**src/rtl/riscv_pkg.sv**
```systemverilog
// Shared definitions for the RV32I control paths.
// Holds the opcode constants, the multi-cycle FSM state type, the datapath
// mux-select encodings and the trap cause codes.
package riscv_pkg;

   // Opcodes (IR[6:0])
   localparam logic [6:0] OP_LW  = 7'b0000011;
   localparam logic [6:0] OP_SW  = 7'b0100011;
   localparam logic [6:0] OP_R   = 7'b0110011;
   localparam logic [6:0] OP_I   = 7'b0010011;
   localparam logic [6:0] OP_BEQ = 7'b1100011;
   localparam logic [6:0] OP_JAL = 7'b1101111;

   typedef enum logic [3:0] {
      StIdle,
      StFetch,
      StDecode,
      StMemAdr,
      StMemRd,
      StMemWb,
      StMemWr,
      StExecR,
      StExecI,
      StAluWb,
      StBeq,
      StJal,
      StTrap
   } state_e;

   // result_src
   localparam logic [1:0] RES_ALUOUT    = 2'b00;
   localparam logic [1:0] RES_DATA      = 2'b01;
   localparam logic [1:0] RES_ALURESULT = 2'b10;

   // alu_src_a
   localparam logic [1:0] SRCA_PC    = 2'b00;
   localparam logic [1:0] SRCA_OLDPC = 2'b01;
   localparam logic [1:0] SRCA_RD1   = 2'b10;

   // alu_src_b
   localparam logic [1:0] SRCB_RD2  = 2'b00;
   localparam logic [1:0] SRCB_IMM  = 2'b01;
   localparam logic [1:0] SRCB_FOUR = 2'b10;

   // alu_op
   localparam logic [1:0] ALU_ADD   = 2'b00;
   localparam logic [1:0] ALU_SUB   = 2'b01;
   localparam logic [1:0] ALU_FUNCT = 2'b10;

   // imm_src
   localparam logic [1:0] IMM_I = 2'b00;
   localparam logic [1:0] IMM_S = 2'b01;
   localparam logic [1:0] IMM_B = 2'b10;
   localparam logic [1:0] IMM_J = 2'b11;

   // trap_cause
   localparam logic [1:0] CAUSE_NONE    = 2'b00;
   localparam logic [1:0] CAUSE_ILLEGAL = 2'b01;
   localparam logic [1:0] CAUSE_TIMEOUT = 2'b10;

   function automatic logic is_req_state(state_e s);
      return (s == StFetch) || (s == StMemRd) || (s == StMemWr);
   endfunction

endpackage

```
**src/rtl/riscv_imm_decode.sv**
```systemverilog
// Immediate-format decode shared by the single- and multi-cycle control paths.
// Ports:
//   op_i       IR[6:0]
//   imm_src_o  immediate format select (I, S, B, J)
module riscv_imm_decode
   import riscv_pkg::*;
(
   input  logic [6:0] op_i,
   output logic [1:0] imm_src_o
);

   always_comb begin
      imm_src_o = IMM_I;
      case (op_i)
         OP_SW:   imm_src_o = IMM_S;
         OP_BEQ:  imm_src_o = IMM_B;
         OP_JAL:  imm_src_o = IMM_J;
         default: imm_src_o = IMM_I;
      endcase
   end

endmodule

```
**src/rtl/riscv_mc_ctrl.sv**
```systemverilog
// Multi-cycle RV32I control unit.
// Sequences each instruction through a shared memory port (req/ack), traps
// stickily on an illegal opcode or a memory wait longer than MEM_TIMEOUT, and
// counts retired instructions.
// Ports:
//   clk, rst_n           clock, asynchronous active-low reset
//   op, zero, mem_ack    opcode, ALU zero flag, memory completion
//   mem_req, mem_we      memory request / write
//   adr_src, ir_write, pc_write, reg_write, result_src,
//   alu_src_a, alu_src_b, alu_op, imm_src   datapath controls
//   trap, trap_cause     sticky trap flag and its cause
//   instret              retired-instruction count
module riscv_mc_ctrl
   import riscv_pkg::*;
#(
   parameter int unsigned CNT_W       = 32,
   parameter int unsigned TMO_W       = 8,
   parameter int unsigned MEM_TIMEOUT = 200
) (
   input  logic             clk,
   input  logic             rst_n,
   input  logic [6:0]       op,
   input  logic             zero,
   input  logic             mem_ack,
   output logic             mem_req,
   output logic             mem_we,
   output logic             adr_src,
   output logic             ir_write,
   output logic             pc_write,
   output logic             reg_write,
   output logic [1:0]       result_src,
   output logic [1:0]       alu_src_a,
   output logic [1:0]       alu_src_b,
   output logic [1:0]       alu_op,
   output logic [1:0]       imm_src,
   output logic             trap,
   output logic [1:0]       trap_cause,
   output logic [CNT_W-1:0] instret
);

   localparam logic [TMO_W-1:0] TMO_LIMIT = TMO_W'(MEM_TIMEOUT);

   state_e           state_q, state_d;
   logic [TMO_W-1:0] wait_q, wait_d, wait_inc;
   logic [CNT_W-1:0] instret_q, instret_d;
   logic             trap_q, trap_d;
   logic [1:0]       cause_q, cause_d;

   riscv_imm_decode u_imm_decode (
      .op_i      (op),
      .imm_src_o (imm_src)
   );

   assign wait_inc = wait_q + TMO_W'(1);

   always_comb begin
      state_d   = state_q;
      wait_d    = wait_q;
      instret_d = instret_q;
      trap_d    = trap_q;
      cause_d   = cause_q;

      unique case (state_q)
         StIdle: state_d = StFetch;
         StFetch, StMemRd, StMemWr: begin
            // An ack in the cycle the count would hit the limit still wins.
            if (mem_ack) begin
               unique case (state_q)
                  StFetch: state_d = StDecode;
                  StMemRd: state_d = StMemWb;
                  default: state_d = StFetch;
               endcase
            end else begin
               wait_d = wait_inc;
               if (wait_inc == TMO_LIMIT) begin
                  state_d = StTrap;
                  cause_d = CAUSE_TIMEOUT;
               end
            end
         end
         StDecode: begin
            unique case (op)
               OP_LW, OP_SW: state_d = StMemAdr;
               OP_R:         state_d = StExecR;
               OP_I:         state_d = StExecI;
               OP_BEQ:       state_d = StBeq;
               OP_JAL:       state_d = StJal;
               default: begin
                  state_d = StTrap;
                  cause_d = CAUSE_ILLEGAL;
               end
            endcase
         end
         StMemAdr: state_d = (op == OP_LW) ? StMemRd : StMemWr;
         StMemWb:  state_d = StFetch;
         StExecR:  state_d = StAluWb;
         StExecI:  state_d = StAluWb;
         StAluWb:  state_d = StFetch;
         StBeq:    state_d = StFetch;
         StJal:    state_d = StAluWb;
         default:  state_d = StTrap;
      endcase

      // Every state change restarts the wait count, so each request state is
      // entered with a cleared counter.
      if (state_d != state_q) begin
         wait_d = '0;
      end
      if (state_d == StTrap) begin
         trap_d = 1'b1;
      end
      // Retirement is any return to FETCH after an instruction body.
      if ((state_d == StFetch) && (state_q != StIdle) && (state_q != StFetch)) begin
         instret_d = instret_q + CNT_W'(1);
      end
   end

   always_ff @(posedge clk or negedge rst_n) begin
      if (!rst_n) begin
         state_q   <= StIdle;
         wait_q    <= '0;
         instret_q <= '0;
         trap_q    <= 1'b0;
         cause_q   <= CAUSE_NONE;
      end else begin
         state_q   <= state_d;
         wait_q    <= wait_d;
         instret_q <= instret_d;
         trap_q    <= trap_d;
         cause_q   <= cause_d;
      end
   end

   // Moore decode of the state register; only ir_write/pc_write see inputs.
   always_comb begin
      mem_req    = 1'b0;
      mem_we     = 1'b0;
      adr_src    = 1'b0;
      ir_write   = 1'b0;
      pc_write   = 1'b0;
      reg_write  = 1'b0;
      result_src = RES_ALUOUT;
      alu_src_a  = SRCA_PC;
      alu_src_b  = SRCB_RD2;
      alu_op     = ALU_ADD;
      unique case (state_q)
         StFetch: begin
            mem_req    = 1'b1;
            alu_src_b  = SRCB_FOUR;
            result_src = RES_ALURESULT;
            ir_write   = mem_ack;
            pc_write   = mem_ack;
         end
         StDecode: begin
            alu_src_a = SRCA_OLDPC;
            alu_src_b = SRCB_IMM;
         end
         StMemAdr: begin
            alu_src_a = SRCA_RD1;
            alu_src_b = SRCB_IMM;
         end
         StMemRd: begin
            mem_req = 1'b1;
            adr_src = 1'b1;
         end
         StMemWb: begin
            result_src = RES_DATA;
            reg_write  = 1'b1;
         end
         StMemWr: begin
            mem_req = 1'b1;
            mem_we  = 1'b1;
            adr_src = 1'b1;
         end
         StExecR: begin
            alu_src_a = SRCA_RD1;
            alu_op    = ALU_FUNCT;
         end
         StExecI: begin
            alu_src_a = SRCA_RD1;
            alu_src_b = SRCB_IMM;
            alu_op    = ALU_FUNCT;
         end
         StAluWb: reg_write = 1'b1;
         StBeq: begin
            alu_src_a = SRCA_RD1;
            alu_op    = ALU_SUB;
            pc_write  = zero;
         end
         StJal: begin
            alu_src_a = SRCA_OLDPC;
            alu_src_b = SRCB_FOUR;
            pc_write  = 1'b1;
         end
         default: ;
      endcase
   end

   assign trap       = trap_q;
   assign trap_cause = cause_q;
   assign instret    = instret_q;

endmodule
```
**config.mk**
```make
export PLATFORM = sky130hd
export DESIGN_NAME = riscv_mc_ctrl
export DESIGN_NICKNAME = d
export VERILOG_FILES = /design/src/rtl/riscv_pkg.sv /design/src/rtl/riscv_imm_decode.sv /design/src/rtl/riscv_mc_ctrl.sv
export SDC_FILE = /design/constraint.sdc
export NUM_CORES = 1
export LEC_CHECK = 0
export CORE_MARGIN = 4
export CORE_UTILIZATION = 51
export DETAILED_ROUTE_END_ITERATION = 8
export GPL_TIMING_DRIVEN = 0
export PLACE_DENSITY = 0.91
export SLEW_MARGIN = 20
export SYNTH_ARGS = -nofsm -noshare
export SYNTH_HDL_FRONTEND = slang
export SYNTH_SLANG_ARGS = --single-unit
```
**constraint.sdc**
```tcl
create_clock -name clk -period 2.96 [get_ports clk]
set_input_delay 0.444 -clock clk [delete_from_list [all_inputs] [get_ports clk]]
set_output_delay 0.444 -clock clk [all_outputs]
set_load 0.01 [all_outputs]
```
==> results of run 1 <==
metal layers:
metal / routed length (µm) / global-route usage, % / part of all wire (%) / up-vias
met5: 0 / 0 / 0 / -
met4: 189 / 8.19 / 2.5 / 0
met3: 421 / 6.02 / 5.6 / 25
met2: 3680 / 35.1 / 49 / 119
met1: 3190 / 27.0 / 43 / 1300
li1: - / - / - / 1257
power by group:
group	internal [mW]	total (mW)	switching [mW]
registers	0.647	0.657	0.0103
logic	0.0366	0.0916	0.0549
clock network	0.213	0.433	0.221
total	0.897	1.18	0.286
cells in the final DEF, fill, tap and decap left out, types with 4 or more instances in the layout:
master | Yosys | routed
buf_2 | 5 | 6
clkbuf_1 | 7 | 7
xnor2_1 | 36 | 36
clkbuf_8 | 0 | 7
nand2_1 | 17 | 17
a21oi_1 | 9 | 9
and2_1 | 5 | 5
nand3_1 | 19 | 19
nor3_1 | 6 | 6
nor2_1 | 29 | 29
dfrtp_1 | 47 | 47
inv_1 | 9 | 9
xor2_1 | 5 | 5
nor4_1 | 4 | 4
and3_1 | 14 | 14
clkdlybuf4s50_1 | 0 | 59
nand4_1 | 24 | 24
o21ai_0 | 10 | 10
nand2b_1 | 7 | 7
state kept, by name, indices dropped and copies added (netlist names):
register,cells
trap,1
trap_cause,2
wait_q,8
state_q,4
instret,32
worst max-delay path, delay by kind of cell, from the launching register on:
kind | cells | cell delay, ns
and+or+nand+nor | 1 | 0.16
DFF | 1 | 0.45
buffers and inverters | 3 | 1.15
AOI/OAI and AO/OA | 2 | 0.27
stage by stage:
step | power, mW | utilization [%]
2_1_floorplan | 0.712 | -
3_3_place_gp | 0.756 | 65.1
3_5_place_dp | 0.761 | 65.4
4_1_cts | 1.18 | 67.3
5_1_grt | 1.23 | 67.3
6_report | 1.18 | 67.3
logic make-up (layout without fill, tap and decap cells):
family	count (synthesis)	in the layout
AND/OR/NAND/NOR	146	146
AO/OA/AOI/OAI	47	47
flip-flops	47	47
XOR/XNOR	41	41
buffers and inverters	25	94
multiplexers	4	4
adder cells (fa/ha/maj)	2	2
worst paths after layout:
path | to | from | cells after the start
max | pc_write | state_q[0] | 6
min in group clk | trap | trap | 1
min reg2reg | trap | trap | 1
max in group asynchronous | instret[7] | rst_n | 2
min | instret[24] | rst_n | 1
max reg2reg | wait_q[1] | state_q[3] | 7
layout make-up:
class / count / area share, %
inverter: 9 / 0.906
tap: 72 / 2.42
buffer: 16 / 2.38
multi-input combinational: 240 / 43.4
clock buffer: 7 / 2.58
sequential: 47 / 31.6
timing repair buffer: 61 / 16.5
clock inverter: 1 / 0.201
==> flow_metrics.py, run 1 <==
metrics = {
    "outcome": {
        "status": "finished, final reports clean",
    },
    "worst_setup_path": {
        "critPathSlowestCell": "clkdlybuf4s50_1",
        "cp-end-kind": "primary output",
        "crit_chain": "buf_2 > buf_1 > o211ai_1 > o21ai_0 > and2_1 > clkdlybuf4s50_1",
        "path_max_fanout": 10,
        "cpPeakStageDelay_ns": 0.54,
        "startpoint_type": "flip-flop",
        "crit_required_ns": 2.52,
        "worstSetupPathType": "reg -> out",
        "worstPathArrival_ns": 2.33,
        "rrSetupSlack_ns": 0.47,
    },
    "route": {
        "first_pass_iters": 4,
        "vias": 2701,
        "post_drt_via_cell_ratio": 5.96,
        "drt_wl_total_um": 7480,
        "drt_first_iter_violations": 200,
        "wl_per_cell_um": 16.5,
        "ant_nets": 0,
        "drcViolationCount": 0,
    },
    "placed_design": {
        "port_buffers": 60,
        "gp_congestion": 0.934,
        "dp_hpwl_um": 5490,
        "dpl_cell_area_um2": 3620,
        "dp.cells": 445,
        "dpl_worst_slack_ns": 0.0378,
    },
    "timing": {
        "rsz0062_at_grt": "no",
        "hold_viol_final": 0,
        "finalSetupViolCount": 0,
        "min_period_ns": 2.78,
        "finClkSkew_ns": 0.00977,
        "setup_tns_ns": 0,
        "slew_headroom_pct": 52.5,
        "post-route-period-util_pct": 93.8,
        "setup_ws_ns": 0.183,
        "hold-worst-slack_ns": 0.0285,
        "worst_slew_pin_slew_ns": 0.711,
        "finalMaxSlewViolations": 0,
        "max_freq_mhz": 360,
    },
    "finish": {
        "areaGrowthSynthToFinish_pct": 27.7,
        "stdcell_area_um2": 3730,
        "nets": 393,
        "seq_area_um2": 1180,
        "multiInputGateArea_um2": 1620,
        "nFillCells": 450,
        "drive_gt1_share_pct": 8.66,
        "num_antenna_cells": 0,
        "fin_cells": 453,
    },
    "floorplanning": {
        "io_pins": 62,
        "die_y_um": 83.6,
        "fp-row-count": 27,
        "coreArea_um2": 5540,
        "dieArea_um2": 7000,
        "start_util_pct": 52.7,
        "fp.dieW_um": 83.6,
    },
    "cts": {
        "clk_latency_ns": 0.31,
        "cts-root-buf": "clkbuf_8",
        "path_clk_slew_ns": 0.09,
        "cts.sinks": 47,
        "htreeDepth": 2,
        "cts_setup_buffers": 0,
        "cts-hold-fix-buffers": 0,
        "cts_buffers": 5,
        "postCtsResizedCells": 0,
        "cts_tree": "built",
        "clk_path_buf_depth": 2,
    },
    "yosys": {
        "synth_top_family_by_area": "simple AND/OR/NAND/NOR gates",
        "synthFlopType": "dfrtp_1",
        "post_synth_instance_area_um2": 2920,
        "yosys.area_share.xor_xnor_pct": 12.3,
        "syn_inst": 312,
        "synthArstFlopShare_pct": 100,
        "synth_edf_count": 0,
        "yosysMostFrequentCell": "dfrtp_1",
        "synth.area.top_cells": "dfrtp_1 (40%), xnor2_1 (11%), nand4_1 (5.1%)",
        "synth_cell_types": 56,
        "synth_top_area_share_pct": 40.3,
        "synth-compound-area-share_pct": 12.7,
        "ys_ff_latch": 47,
        "seq_area_frac_synth_pct": 40.3,
        "synth.area.mux_share_pct": 1.46,
        "syn_nets": 325,
        "yosysWarnings": 0,
        "avgSynthCellArea_um2": 9.35,
        "synth_fa_ha_area_share_pct": 0.858,
        "synth_top_cell_by_area": "dfrtp_1",
        "synthTopCellsByCount": "dfrtp_1 (47), xnor2_1 (36), nor2_1 (29), nand4_1 (24), nand3_1 (19)",
        "yosys.area_share.simple_pct": 28.2,
    },
    "global_route": {
        "grt_pass1_vias": 2663,
        "antenna_found_initial": 0,
        "grt_usage_pct": 21.5,
        "overflow": 0,
        "grt_max_degree": 34,
        "grt_pass1_wl_um": 12500,
    },
    "power_and_ir_drop": {
        "p_leak_nw": 1.46,
        "ir_drop_mv": 0.281,
        "cellPowerDensity_nw_per_um2": 317,
    },
    "job": {
        "drv_cap": 0,
    },
    "worst_hold_path": {
        "min_path_type": "in -> async",
    },
}
Power figures use the tool's default switching activity.
==> inputs of run 2 (changes only) <==
Settings changed: PLACE_DENSITY 0.91 to default, PLACE_DENSITY_LB_ADDON from default to 0.25.
==> run 2 against run 1 <==
Compared with the run above: non-clock buffer count unchanged; routed wire length down 2.1%; register-to-register slack worse by 0.11 ns; count of clock-buffer cells in the layout unchanged; core utilization unchanged; combinational power about the same; sequential cell count unchanged; maximum frequency up 1.7%; sequential power about the same; clock skew down 0.00068 ns; highest routed layer unchanged.
==> flow_metrics.py, run 2 (synthesis results as in run 1) <==
metrics = {
    "floorplanning": {
        "die_y_um": 83.6,
        "fp-row-count": 27,
        "io_pins": 62,
        "dieArea_um2": 7000,
        "fp.dieW_um": 83.6,
        "start_util_pct": 52.7,
        "coreArea_um2": 5540,
    },
    "outcome": {
        "status": "finished, final reports clean",
    },
    "route": {
        "drcViolationCount": 0,
        "dr.max_layer_used": "met4",
        "ant_nets": 0,
        "dr_wl_met2_um": 3580,
        "post_drt_via_cell_ratio": 5.86,
        "drt_first_iter_violations": 185,
        "wl_per_cell_um": 16.2,
        "met1_length_um": 3270,
        "wl_met3_um": 380,
        "first_pass_iters": 4,
        "vias": 2653,
        "drt_wl_total_um": 7320,
    },
    "placed_design": {
        "port_buffers": 60,
        "dpl_worst_slack_ns": 0.0443,
        "gp_congestion": 0.929,
        "dp_hpwl_um": 5380,
    },
    "global_route": {
        "grt_usage_pct": 21.5,
        "grt_pass1_wl_um": 12600,
        "antenna_found_initial": 0,
        "grt_pass1_vias": 2653,
        "grt_max_degree": 30,
        "overflow": 0,
    },
    "cts": {
        "postCtsResizedCells": 0,
        "cts_setup_buffers": 0,
        "cts_tree": "built",
        "cts.sinks": 47,
        "cts_buffers": 5,
        "htreeDepth": 2,
        "clk_latency_ns": 0.30,
        "cts-hold-fix-buffers": 0,
        "path_clk_slew_ns": 0.09,
        "cts-root-buf": "clkbuf_8",
        "clk_path_buf_depth": 2,
    },
    "finish": {
        "layout_common_cells": "clkdlybuf4s50_1 (59), dfrtp_1 (47), xnor2_1 (36)",
        "layout_commonest_cell": "clkdlybuf4s50_1",
        "nets": 393,
        "drive_gt1_share_pct": 8.66,
        "largest_reg_flops": 32,
        "areaGrowthSynthToFinish_pct": 27.7,
        "num_antenna_cells": 0,
    },
    "worst_setup_path": {
        "cpPeakStageDelay_ns": 0.57,
        "startpoint_type": "flip-flop",
        "path_max_fanout": 10,
        "cp-end-kind": "primary output",
        "regToRegStartpoint": "state_q[3]",
        "critPathSlowestCell": "clkdlybuf4s50_1",
        "cp_common_cell": "clkbuf_1",
        "crit_family": "buffers and inverters",
        "crit_chain": "clkbuf_1 > clkbuf_1 > nor2b_1 > nand2_1 > o21ai_0 > clkdlybuf4s50_1",
        "worstRegToRegCells": 7,
        "rrSetupSlack_ns": 0.36,
        "r2r_end": "wait_q[4]",
        "worstSetupPathType": "reg -> out",
        "crit_required_ns": 2.52,
        "path_buf_inv": 3,
        "worstPathArrival_ns": 2.29,
    },
    "timing": {
        "min_period_ns": 2.73,
        "finalMaxSlewViolations": 0,
        "hold_viol_final": 0,
        "worst_slew_pin_slew_ns": 0.776,
        "slew_headroom_pct": 46.9,
        "post-route-period-util_pct": 92.2,
        "setup_ws_ns": 0.230,
        "finalSetupViolCount": 0,
        "finClkSkew_ns": 0.00909,
        "rsz0062_at_grt": "no",
        "max_freq_mhz": 366,
        "setup_tns_ns": 0,
    },
    "power_and_ir_drop": {
        "power_mw": 1.17,
        "p_leak_nw": 1.46,
        "ir_drop_mv": 0.294,
        "cellPowerDensity_nw_per_um2": 315,
    },
    "worst_hold_path": {
        "min_path_type": "in -> async",
    },
    "job": {
        "drv_cap": 0,
    },
}
run 2: cell type report:
type / count / area [µm²]
multi-input cells: 240 / 1620
fillers: 449 / 1810
repair buffers: 61 / 616
flip-flops and latches: 47 / 1180
inverters: 9 / 33.8
plain buffers: 16 / 88.8
clock inverters: 1 / 7.51
well taps: 72 / 90.1
clock buffers: 7 / 96.3
run 2: worst max path at each step:
stage	start	endpoint	slack (ns)	cells after the start
2_1_floorplan	op[6]	instret[1]	0.75	6
3_3_place_gp	op[6]	instret[2]	0.07	8
3_5_place_dp	op[6]	instret[29]	0.04	8
4_1_cts	state_q[1]	alu_src_a[1]	0.22	6
5_1_grt	state_q[1]	alu_src_b[0]	0.07	6
6_report	state_q[1]	alu_src_a[1]	0.23	6
run 2: worst reg2reg max path: cells and delay by family (launching register included):
kind | cells | cell delay (ns)
buffers and inverters | 1 | 0.17
flip-flops | 1 | 0.46
AO/OA/AOI/OAI | 3 | 1.14
AND/OR/NAND/NOR | 3 | 0.69
run 2: through the flow:
stage          area, µm²  cells  hold WS, ns  util [%]
3_5_place_dp        3620    445        0.422      65.4
2_1_floorplan       2920    312        0.148         -
5_1_grt             3730    453        0.103      67.3
3_3_place_gp        3610    444        0.457      65.1
4_1_cts             3730    453       0.0883      67.3
6_report            3730    453       0.0813      67.3
run 2: per-layer routing:
| layer | up-vias | global-route usage [%] |
|---|---|---|
| li1 | 1258 | - |
| met1 | 1296 | 28.5 |
| met2 | 90 | 35.1 |
| met3 | 9 | 5.53 |
| met4 | 0 | 5.56 |
| met5 | - | 0 |
run 2: report_power, final:
group | internal, mW | switching [mW] | total [mW]
combinational | 0.0366 | 0.0547 | 0.0913
sequential | 0.647 | 0.00984 | 0.657
clock | 0.212 | 0.213 | 0.425
total | 0.896 | 0.277 | 1.17
==> inputs of run 3 (changes only) <==
Settings changed: PLACE_DENSITY from default to 0.8, PLACE_DENSITY_LB_ADDON 0.25 to default.
==> run 3 against run 2 <==
Compared with the run above: clock power shrank 1%; die area did not move; design area unchanged; cell count is the same; routed wire length shrank 6.2%; largest cell class unchanged; largest power group unchanged.
==> flow_metrics.py, run 3 (synthesis results as in run 1) <==
metrics = {
    "placed_design": {
        "dp_hpwl_um": 5150,
        "dp.cells": 445,
        "gp_congestion": 0.876,
        "dpl_worst_slack_ns": 0.0301,
        "port_buffers": 60,
    },
    "worst_setup_path": {
        "worstPathArrival_ns": 2.86,
        "path_buf_inv": 1,
        "startpoint_type": "flip-flop",
        "crit_chain": "or2_1 > clkbuf_1 > or3_1 > a2111oi_0 > o41ai_1 > o2111ai_1 > nor2_1",
        "path_max_fanout": 8,
        "worstSetupPathType": "reg -> reg",
        "cp-end-kind": "flip-flop",
        "crit_family": "compound AO/OA/AOI/OAI gates",
        "critPathSlowestCell": "a2111oi_0",
        "crit_required_ns": 3.12,
        "cpPeakStageDelay_ns": 0.72,
    },
    "power_and_ir_drop": {
        "power_mw": 1.17,
        "clkPwrFrac_pct": 35.9,
        "swShare_pct": 23.1,
        "combPwrFrac_pct": 7.8,
        "ir_drop_mv": 0.279,
        "p_int_mw": 0.896,
        "p_leak_nw": 1.46,
        "cellPowerDensity_nw_per_um2": 313,
        "switching_power_mw": 0.270,
        "p_seq_share_pct": 56.3,
    },
    "global_route": {
        "grt_usage_pct": 20.5,
        "grt_pass1_vias": 2476,
        "overflow": 0,
        "antenna_found_initial": 0,
        "grt_pass1_wl_um": 12000,
        "grt_max_degree": 27,
    },
    "route": {
        "post_drt_via_cell_ratio": 5.72,
        "ant_nets": 0,
        "drt_wl_total_um": 6870,
        "wl_per_cell_um": 15.2,
        "vias": 2589,
        "first_pass_iters": 5,
        "drcViolationCount": 0,
        "drt_first_iter_violations": 177,
    },
    "floorplanning": {
        "fp-row-count": 27,
        "die_y_um": 83.6,
        "start_util_pct": 52.7,
        "coreArea_um2": 5540,
        "dieArea_um2": 7000,
        "io_pins": 62,
        "fp.dieW_um": 83.6,
    },
    "timing": {
        "setup_ws_ns": 0.257,
        "setup_tns_ns": 0,
        "finalSetupViolCount": 0,
        "post-route-period-util_pct": 91.3,
        "slew_headroom_pct": 38.6,
        "finClkSkew_ns": 0.0114,
        "finalMaxSlewViolations": 0,
        "rsz0062_at_grt": "no",
        "max_freq_mhz": 370,
        "min_period_ns": 2.70,
        "hold_viol_final": 0,
        "worst_slew_pin_slew_ns": 0.898,
    },
    "cts": {
        "cts_tree": "built",
        "cts_buffers": 5,
        "cts_setup_buffers": 0,
        "htreeDepth": 2,
        "clk_path_buf_depth": 2,
        "path_clk_slew_ns": 0.09,
        "cts-hold-fix-buffers": 0,
        "postCtsResizedCells": 0,
        "cts-root-buf": "clkbuf_8",
        "clk_latency_ns": 0.30,
        "cts.sinks": 47,
    },
    "finish": {
        "drive_gt1_share_pct": 8.66,
        "largest_reg_flops": 32,
        "layout_commonest_cell": "clkdlybuf4s50_1",
        "num_antenna_cells": 0,
        "layout_common_cells": "clkdlybuf4s50_1 (59), dfrtp_1 (47), xnor2_1 (36)",
        "fin_util_pct": 67.3,
        "nets": 393,
        "areaGrowthSynthToFinish_pct": 27.7,
        "seq_area_um2": 1180,
        "fin_cells": 453,
        "nFillCells": 458,
        "multiInputGateArea_um2": 1620,
    },
    "worst_hold_path": {
        "min_path_type": "in -> async",
    },
    "job": {
        "drv_cap": 0,
    },
    "outcome": {
        "status": "finished, final reports clean",
    },
}
==> run 3: final timing paths <==
check	to	depth (start not counted)	slack [ns]	from
min in group clk	trap	1	0.48	trap
max reg2reg	wait_q[4]	7	0.26	state_q[3]
max in group asynchronous	state_q[1]	2	2.33	rst_n
max	wait_q[4]	7	0.26	state_q[3]
min	instret[10]	1	0.11	rst_n
min reg2reg	trap	1	0.48	trap
==> run 3: area by class of cell <==
cell class / count / area share, %
multi-input cells: 240 / 43.4
repair buffers: 61 / 16.5
clock buffers: 7 / 2.58
plain buffers: 16 / 2.38
flip-flops and latches: 47 / 31.6
clock inverters: 1 / 0.201
inverters: 9 / 0.906
well taps: 72 / 2.42
==> run 3: per-layer routing <==
metal / track usage, % / wire [µm] / part of all wire [%]
met1: 30.3 / 3300 / 48
met2: 31.9 / 3220 / 47
met3: 2.86 / 281 / 4.1
met4: 4.53 / 58 / 0.84
met5: 0 / 0 / 0
==> run 3: through the flow <==
step | hold slack (ns) | cell area [µm²]
finish | 0.114 | 3730
global route | 0.156 | 3730
CTS | 0.122 | 3730
detailed placement | 0.441 | 3620
global placement | 0.460 | 3610
floorplan | 0.148 | 2920
==> run 3: power groups by stage <==
stage	Combinational [mW]	Clock, mW	Sequential (mW)
after floorplan	0.0444	0	0.668
after global placement	0.0871	0	0.669
after detailed placement	0.0909	0	0.669
after CTS	0.0912	0.426	0.656
after global routing	0.102	0.457	0.658
final	0.0905	0.419	0.657
